===== config.mk =====
export PLATFORM = sky130hd
export DESIGN_NAME = booth_ctrl
export DESIGN_NICKNAME = d
export VERILOG_FILES = /design/src/rtl/booth_pkg.sv /design/src/rtl/booth_ctrl.sv
export SDC_FILE = /design/constraint.sdc
export NUM_CORES = 1
export LEC_CHECK = 0
export BUFFER_PORTS_ARGS = -buffer_cell sky130_fd_sc_hd__buf_2
export CAP_MARGIN = 25
export CORE_AREA = 2 2 39 41
export DETAILED_ROUTE_END_ITERATION = 16
export DIE_AREA = 0 0 41 43
export GPL_TIMING_DRIVEN = 0
export PLACE_DENSITY_LB_ADDON = 0.05
export SYNTH_ARGS = -nofsm -noshare
export SYNTH_HDL_FRONTEND = slang
export SYNTH_SLANG_ARGS = --single-unit

===== constraint.sdc =====
create_clock -name clk -period 2.75 [get_ports clk]
set_input_delay 0.1375 -clock clk [delete_from_list [all_inputs] [get_ports clk]]
set_output_delay 0.1375 -clock clk [all_outputs]
set_load 0.03 [all_outputs]

===== src/rtl/booth_pkg.sv =====
// Shared types and constants for the radix-2 Booth multiplier controller.
package booth_pkg;

  localparam int WIDTH = 16;
  localparam int CNTW  = $clog2(WIDTH) + 1;

  // {Q[0], Q[-1]} pairs that need an add or subtract before the shift
  localparam logic [1:0] BOOTH_ADD = 2'b01;
  localparam logic [1:0] BOOTH_SUB = 2'b10;

  typedef enum logic [3:0] {
    IDLE   = 4'd0,
    LOAD_M = 4'd1,
    LOAD_Q = 4'd2,
    EVAL   = 4'd3,
    ADD    = 4'd4,
    SUB    = 4'd5,
    SHIFT  = 4'd6,
    DONE   = 4'd7,
    ABORT  = 4'd8
  } state_e;

endpackage


===== src/rtl/booth_ctrl.sv =====
// Booth sequencer: LOAD_Q handshake to done takes 2*WIDTH + k + 2 cycles (k = add/sub visits).
// Operand loads stall on in_valid with in_ready held high; abort wins over in_valid and eqz.
module booth_ctrl
  import booth_pkg::*;
(
  input  logic clk,
  input  logic rst_n,
  input  logic start,
  input  logic abort,
  input  logic in_valid,
  output logic in_ready,
  input  logic q0,
  input  logic qm1,
  input  logic eqz,
  output logic ldA,
  output logic ldQ,
  output logic ldM,
  output logic clrA,
  output logic clrQ,
  output logic clrff,
  output logic sftA,
  output logic sftQ,
  output logic addsub,
  output logic decr,
  output logic ldcnt,
  output logic busy,
  output logic done
);

  state_e state_q, state_d;

  always_ff @(posedge clk or negedge rst_n) begin
    if (!rst_n) begin
      state_q <= IDLE;
    end else begin
      state_q <= state_d;
    end
  end

  always_comb begin
    state_d  = state_q;
    in_ready = 1'b0;
    ldA      = 1'b0;
    ldQ      = 1'b0;
    ldM      = 1'b0;
    clrA     = 1'b0;
    clrQ     = 1'b0;
    clrff    = 1'b0;
    sftA     = 1'b0;
    sftQ     = 1'b0;
    addsub   = 1'b0;
    decr     = 1'b0;
    ldcnt    = 1'b0;
    busy     = (state_q != IDLE);
    done     = 1'b0;

    case (state_q)
      IDLE: begin
        if (start) state_d = LOAD_M;
      end

      // Handshake strobes are held off entirely on an abort cycle.
      LOAD_M: begin
        if (abort) begin
          state_d = ABORT;
        end else begin
          in_ready = 1'b1;
          if (in_valid) begin
            ldM     = 1'b1;
            state_d = LOAD_Q;
          end
        end
      end

      LOAD_Q: begin
        if (abort) begin
          state_d = ABORT;
        end else begin
          in_ready = 1'b1;
          if (in_valid) begin
            ldQ     = 1'b1;
            clrA    = 1'b1;
            clrff   = 1'b1;
            ldcnt   = 1'b1;
            state_d = EVAL;
          end
        end
      end

      EVAL: begin
        if (abort) begin
          state_d = ABORT;
        end else if (eqz) begin
          state_d = DONE;
        end else begin
          case ({q0, qm1})
            BOOTH_ADD: state_d = ADD;
            BOOTH_SUB: state_d = SUB;
            default:   state_d = SHIFT;
          endcase
        end
      end

      ADD: begin
        ldA     = 1'b1;
        addsub  = 1'b1;
        state_d = abort ? ABORT : SHIFT;
      end

      SUB: begin
        ldA     = 1'b1;
        addsub  = 1'b0;
        state_d = abort ? ABORT : SHIFT;
      end

      SHIFT: begin
        sftA    = 1'b1;
        sftQ    = 1'b1;
        decr    = 1'b1;
        state_d = abort ? ABORT : EVAL;
      end

      DONE: begin
        done    = 1'b1;
        state_d = abort ? ABORT : IDLE;
      end

      ABORT: begin
        clrA    = 1'b1;
        clrQ    = 1'b1;
        clrff   = 1'b1;
        state_d = IDLE;
      end

      default: begin
        state_d = IDLE;
      end
    endcase
  end

endmodule

* Word level (Yosys, flattened, before mapping) *
Cells that the tools add are included.

storage, ports and cells
  flip-flop bits (word level) = 4
  bits of input ports = 8
  output and inout bits = 14
  word-level logic and storage cells = 43

cells by class
  equality and inequality tests = 13
  mux-type cells = 24
  reductions and logical operators = 5

operator list
  operator            number
  $mux 4              9
  $pmux 4 s7          1
  $eq 4x3->1 const B  4
  $mux 1              11
  $eq 4x2->1 const B  2
  $ne 3x3->1 const B  2
  $eq 4x1->1 const B  1
  $eq 4x4->1 const B  1
  $logic_not 4->1     1
  $pmux 2 s2          1
  $reduce_bool 4->1   1
  $reduce_or 2->1     2
  $reduce_and 3->1    1
  $eq 2x1->1 const B  1
  $eq 2x2->1 const B  1
  $mux 2              1
  $ne 2x2->1 const B  1
  $pmux 1 s2          1

* Depth between registers and ports, before layout *
  word-level depth = 5
  gate-level depth with buffers = 5
  mapped depth without buffers = 5

* Worst setup path after synthesis *
OpenSTA, ideal clock, no wires.

  path kind = register to output
  from = register state_q[3]
  to = output sftA
  data arrival time = 1765 ps
  required time = 2612 ps
  setup slack = 847 ps
  cell stages (with the launch flop) = 4
  buffers on the path = 1
  path through = dfrtp_1 -> nand2b_1 -> nor3b_1 -> buf_4

on the way
  word-level cells in the longest chain between the ends = 2

ends and longest elaborated chain
  what                    RTL line          text
  start, declared         booth_ctrl.sv:30  state_e state_q, state_d;
  start signal, assigned  booth_ctrl.sv:36  state_q <= state_d;
  $eq 4x3->1              -
  $mux 1                  -
  end, declared           booth_ctrl.sv:21  output logic sftA,

No other way between the ends.

* Final worst setup path *
  from = register state_q[2]
  to = output ldcnt

on the way
  word-level cells in the longest chain between the ends = 2

ends and longest elaborated chain
  what           RTL line          text
  $eq 4x2->1     booth_ctrl.sv:57  case (state_q)
  $mux 1         booth_ctrl.sv:57
  end, declared  booth_ctrl.sv:25  output logic ldcnt,

No other way between the ends.

==> metrics.txt <==
reg-to-reg slack, setup approximately 1.5 ns; number of cells traversed by the worst register-to-register path 3; remaining number of nets flagged by the antenna check after routing 0; top-level I/O count 22; final RePlAce weighted congestion 0.755; leading cell type in the layout, fill and taps excluded sky130_fd_sc_hd__buf_2; fill cell total of the finished layout 156; number of violations reported at the end of detailed-routing iteration 0 3; largest registers state_q: 4 flops; top flip-flop cell by instance count after synthesis sky130_fd_sc_hd__dfrtp_1; register bit total from synthesis 4; largest family of logic cells by synthesized area simple AND/OR/NAND/NOR gates; Detailed Routing Iterations Pass 1 4; Worst Setup SP state_q[2]; area of the placeable core between 1000 and 1500 um^2; number of global-route vias before repair roughly 360; total global routing overflow 0; post-synthesis share of cell area spent on and, or, nand and nor gates 38.6%; Crit path arrival time about 1.6 ns; wire length of the first global-routing pass between 1000 and 1500 um; number of standard cells in the final layout excluding fillers 90; synthesized-area fraction occupied by adder cells around 3.2%; later-pin clock latency in the skew report about 0.23 ns; Vias roughly 420; outcome completed; portion of synthesized cell area occupied by the leading cell type between 20 and 30%; half-perimeter wire length after placement 705 um; post-place setup slack between 1 and 1.5 ns; Slew HR between 70 and 80%; Max VDD drop ~430 uV; endpoint of the worst setup timing path ldcnt; largest fanout on the critical path 10; Cells after DPL 86; antenna violations before repair 0; leakage power figure 0.318 nW; synthesized cell area about 390 um^2; ratio of cells with drive above 1 in the final layout between 40 and 50%; number of buffers inserted during clock tree synthesis 3; Largest Register state_q; number of placement rows 14; Avg Inst Size Synth ~7.9 um^2; final routed wirelength across all metal layers between 800 and 900 um; endpoint of the most critical register-to-register path state_q[0]; TritonCTS clock tree yes; Worst-Margin Slew 0.355 ns; worst min path class in -> reg; Avg Vias per Cell roughly 4.6; final worst hold slack about 0.21 ns; area growth from synthesis to layout 40.9%; WS Path Type reg -> out; critical path required time between 2 and 3 ns; number of endpoints with negative hold slack in the final report 0; EDFF count, synth 0; overall power consumption 0.482 mW; nets in the synthesized netlist 58; final setup violation count 0; maximum clock insertion buffer count 2; shortest clock period the worst path allows after layout 1.74 ns; Tcrit/Tclk final a little over three fifths; max_cap viols 0; Synth Warn # 0; achievable clock frequency about 580 MHz; routed length per instance 9.91 um; ranking of synthesized cells by area sky130_fd_sc_hd__dfrtp_1 26%, sky130_fd_sc_hd__buf_4 7.8%, sky130_fd_sc_hd__nor2_1 5.8%; share of the yosys chip area belonging to registers 26.0%; endpoint type of the worst setup path primary output; Gate Count Post-Synth 49; htree depth 1; clock skew after layout 0.00429 ns; maximum number of pins on one net before global-route repair 11; post-CTS clock slew at the launch and capture registers of the worst setup and hold paths ~0.04 ns; x dimension of the die between 40 and 50 um; total of buffers placed on input and output ports 21; xor and xnor area share after synthesis between 2 and 2.5%; number of remaining DRC errors 0; final setup slack of the worst path just over 1 ns; Num Clock Sinks 4; number of nets in the final layout 85; number of slew-limit violations in the final report 0; worst hold stages 2; type of origin of the critical path flip-flop; Initial Util 27.8%; Post-Route Setup TNS 0 ns; total power per unit cell area roughly 890 nW/um^2; cell type with the largest total area after synthesis sky130_fd_sc_hd__dfrtp_1; number of post-CTS setup repair buffers 0; Inserted Diodes 0; synthesized-area fraction occupied by ao, oa, aoi and oai cells ~17%; die extent in y roughly 43 um; share of synthesized registers carrying an async set or reset 100%; Global Route Usage Sum 11.9%; number of distinct library cells after synthesis 24; flip-flop count of the largest register after layout 4; commonest cells after routing, fill and taps aside 24 x sky130_fd_sc_hd__buf_2, 6 x sky130_fd_sc_hd__nor2_1, 4 x sky130_fd_sc_hd__nor3_1, 4 x sky130_fd_sc_hd__buf_4, 4 x sky130_fd_sc_hd__dfrtp_1; mux share of post-synthesis cell area 0%; die area ~1800 um^2; RR Startpoint state_q[3]; unrepaired setup endpoints after global routing false; buffer type at the clock tree root sky130_fd_sc_hd__clkbuf_4
==> cell usage after synthesis, drive strengths merged (2+ instances only) <==
| library cell | n |
|---|---|
| dfrtp | 4 |
| nor3 | 4 |
| and2 | 2 |
| nor2b | 3 |
| nor2 | 6 |
| o21ai | 3 |
| nor3b | 2 |
| or4 | 2 |
| buf | 7 |
| nand2b | 3 |
| o211a | 2 |
==> cell families (layout without fill, tap and decap cells) <==
family          after synthesis  after routing
flops                         4              4
simple gates                 26             26
xor+xnor                      1              1
compound gates                9              9
buf+inv                       8             33
fa+ha+maj                     1              1
==> per-layer routing <==
metal  vias up  routed length (um)  track usage [%]
met5         -                   0                0
li1        226                   -                -
met2         9                 414             16.9
met4         0                   0             4.00
met1       181                 430             14.9
met3         0                  47             6.28
==> critical path, cell delays in order (launching register included) <==
cell	delay, ns
sky130_fd_sc_hd__dfrtp_1	0.36
sky130_fd_sc_hd__buf_2	0.17
sky130_fd_sc_hd__nor3_1	0.30
sky130_fd_sc_hd__and4b_1	0.27
sky130_fd_sc_hd__buf_4	0.10
sky130_fd_sc_hd__buf_2	0.18
==> per-stage QoR <==
step | utilization, % | area (um^2)
final | 39.2 | 543
after global routing | 39.2 | 543
after CTS | 39.2 | 543
after detailed placement | 36.9 | 510
after global placement | 36.9 | 510
after floorplan | - | 385
==> cell type report <==
type,count,area [um^2],area share (%)
clock buffer,3,22.5,4.15
sequential,4,100,18.4
inverter,1,3.75,0.691
tap,16,20.0,3.69
multi-input combinational,37,236,43.5
timing repair buffer,22,115,21.2
buffer,7,45.0,8.29
==> power breakdown <==
| group | internal, mW | switching, mW |
|---|---|---|
| Combinational | 0.120 | 0.190 |
| Clock | 0.0486 | 0.0213 |
| Sequential | 0.0780 | 0.0245 |
| Total | 0.247 | 0.236 |
==> timing repair <==
action                                  4_1_cts  5_1_grt
endpoints found under the setup margin        0        0
hold buffers                                  1        0
resized for setup                             0        0
hold endpoints to repair                      4        0
==> worst min path at each step <==
stage	endpoint	from	slack [ns]
detailed placement	state_q[1]	rst_n	-0.05
finish	state_q[3]	abort	0.21
floorplan	state_q[0]	rst_n	-0.16
global route	state_q[3]	abort	0.21
CTS	state_q[3]	abort	0.20
global placement	state_q[1]	rst_n	-0.05
Note: power is estimated with default switching activity, not from simulation.
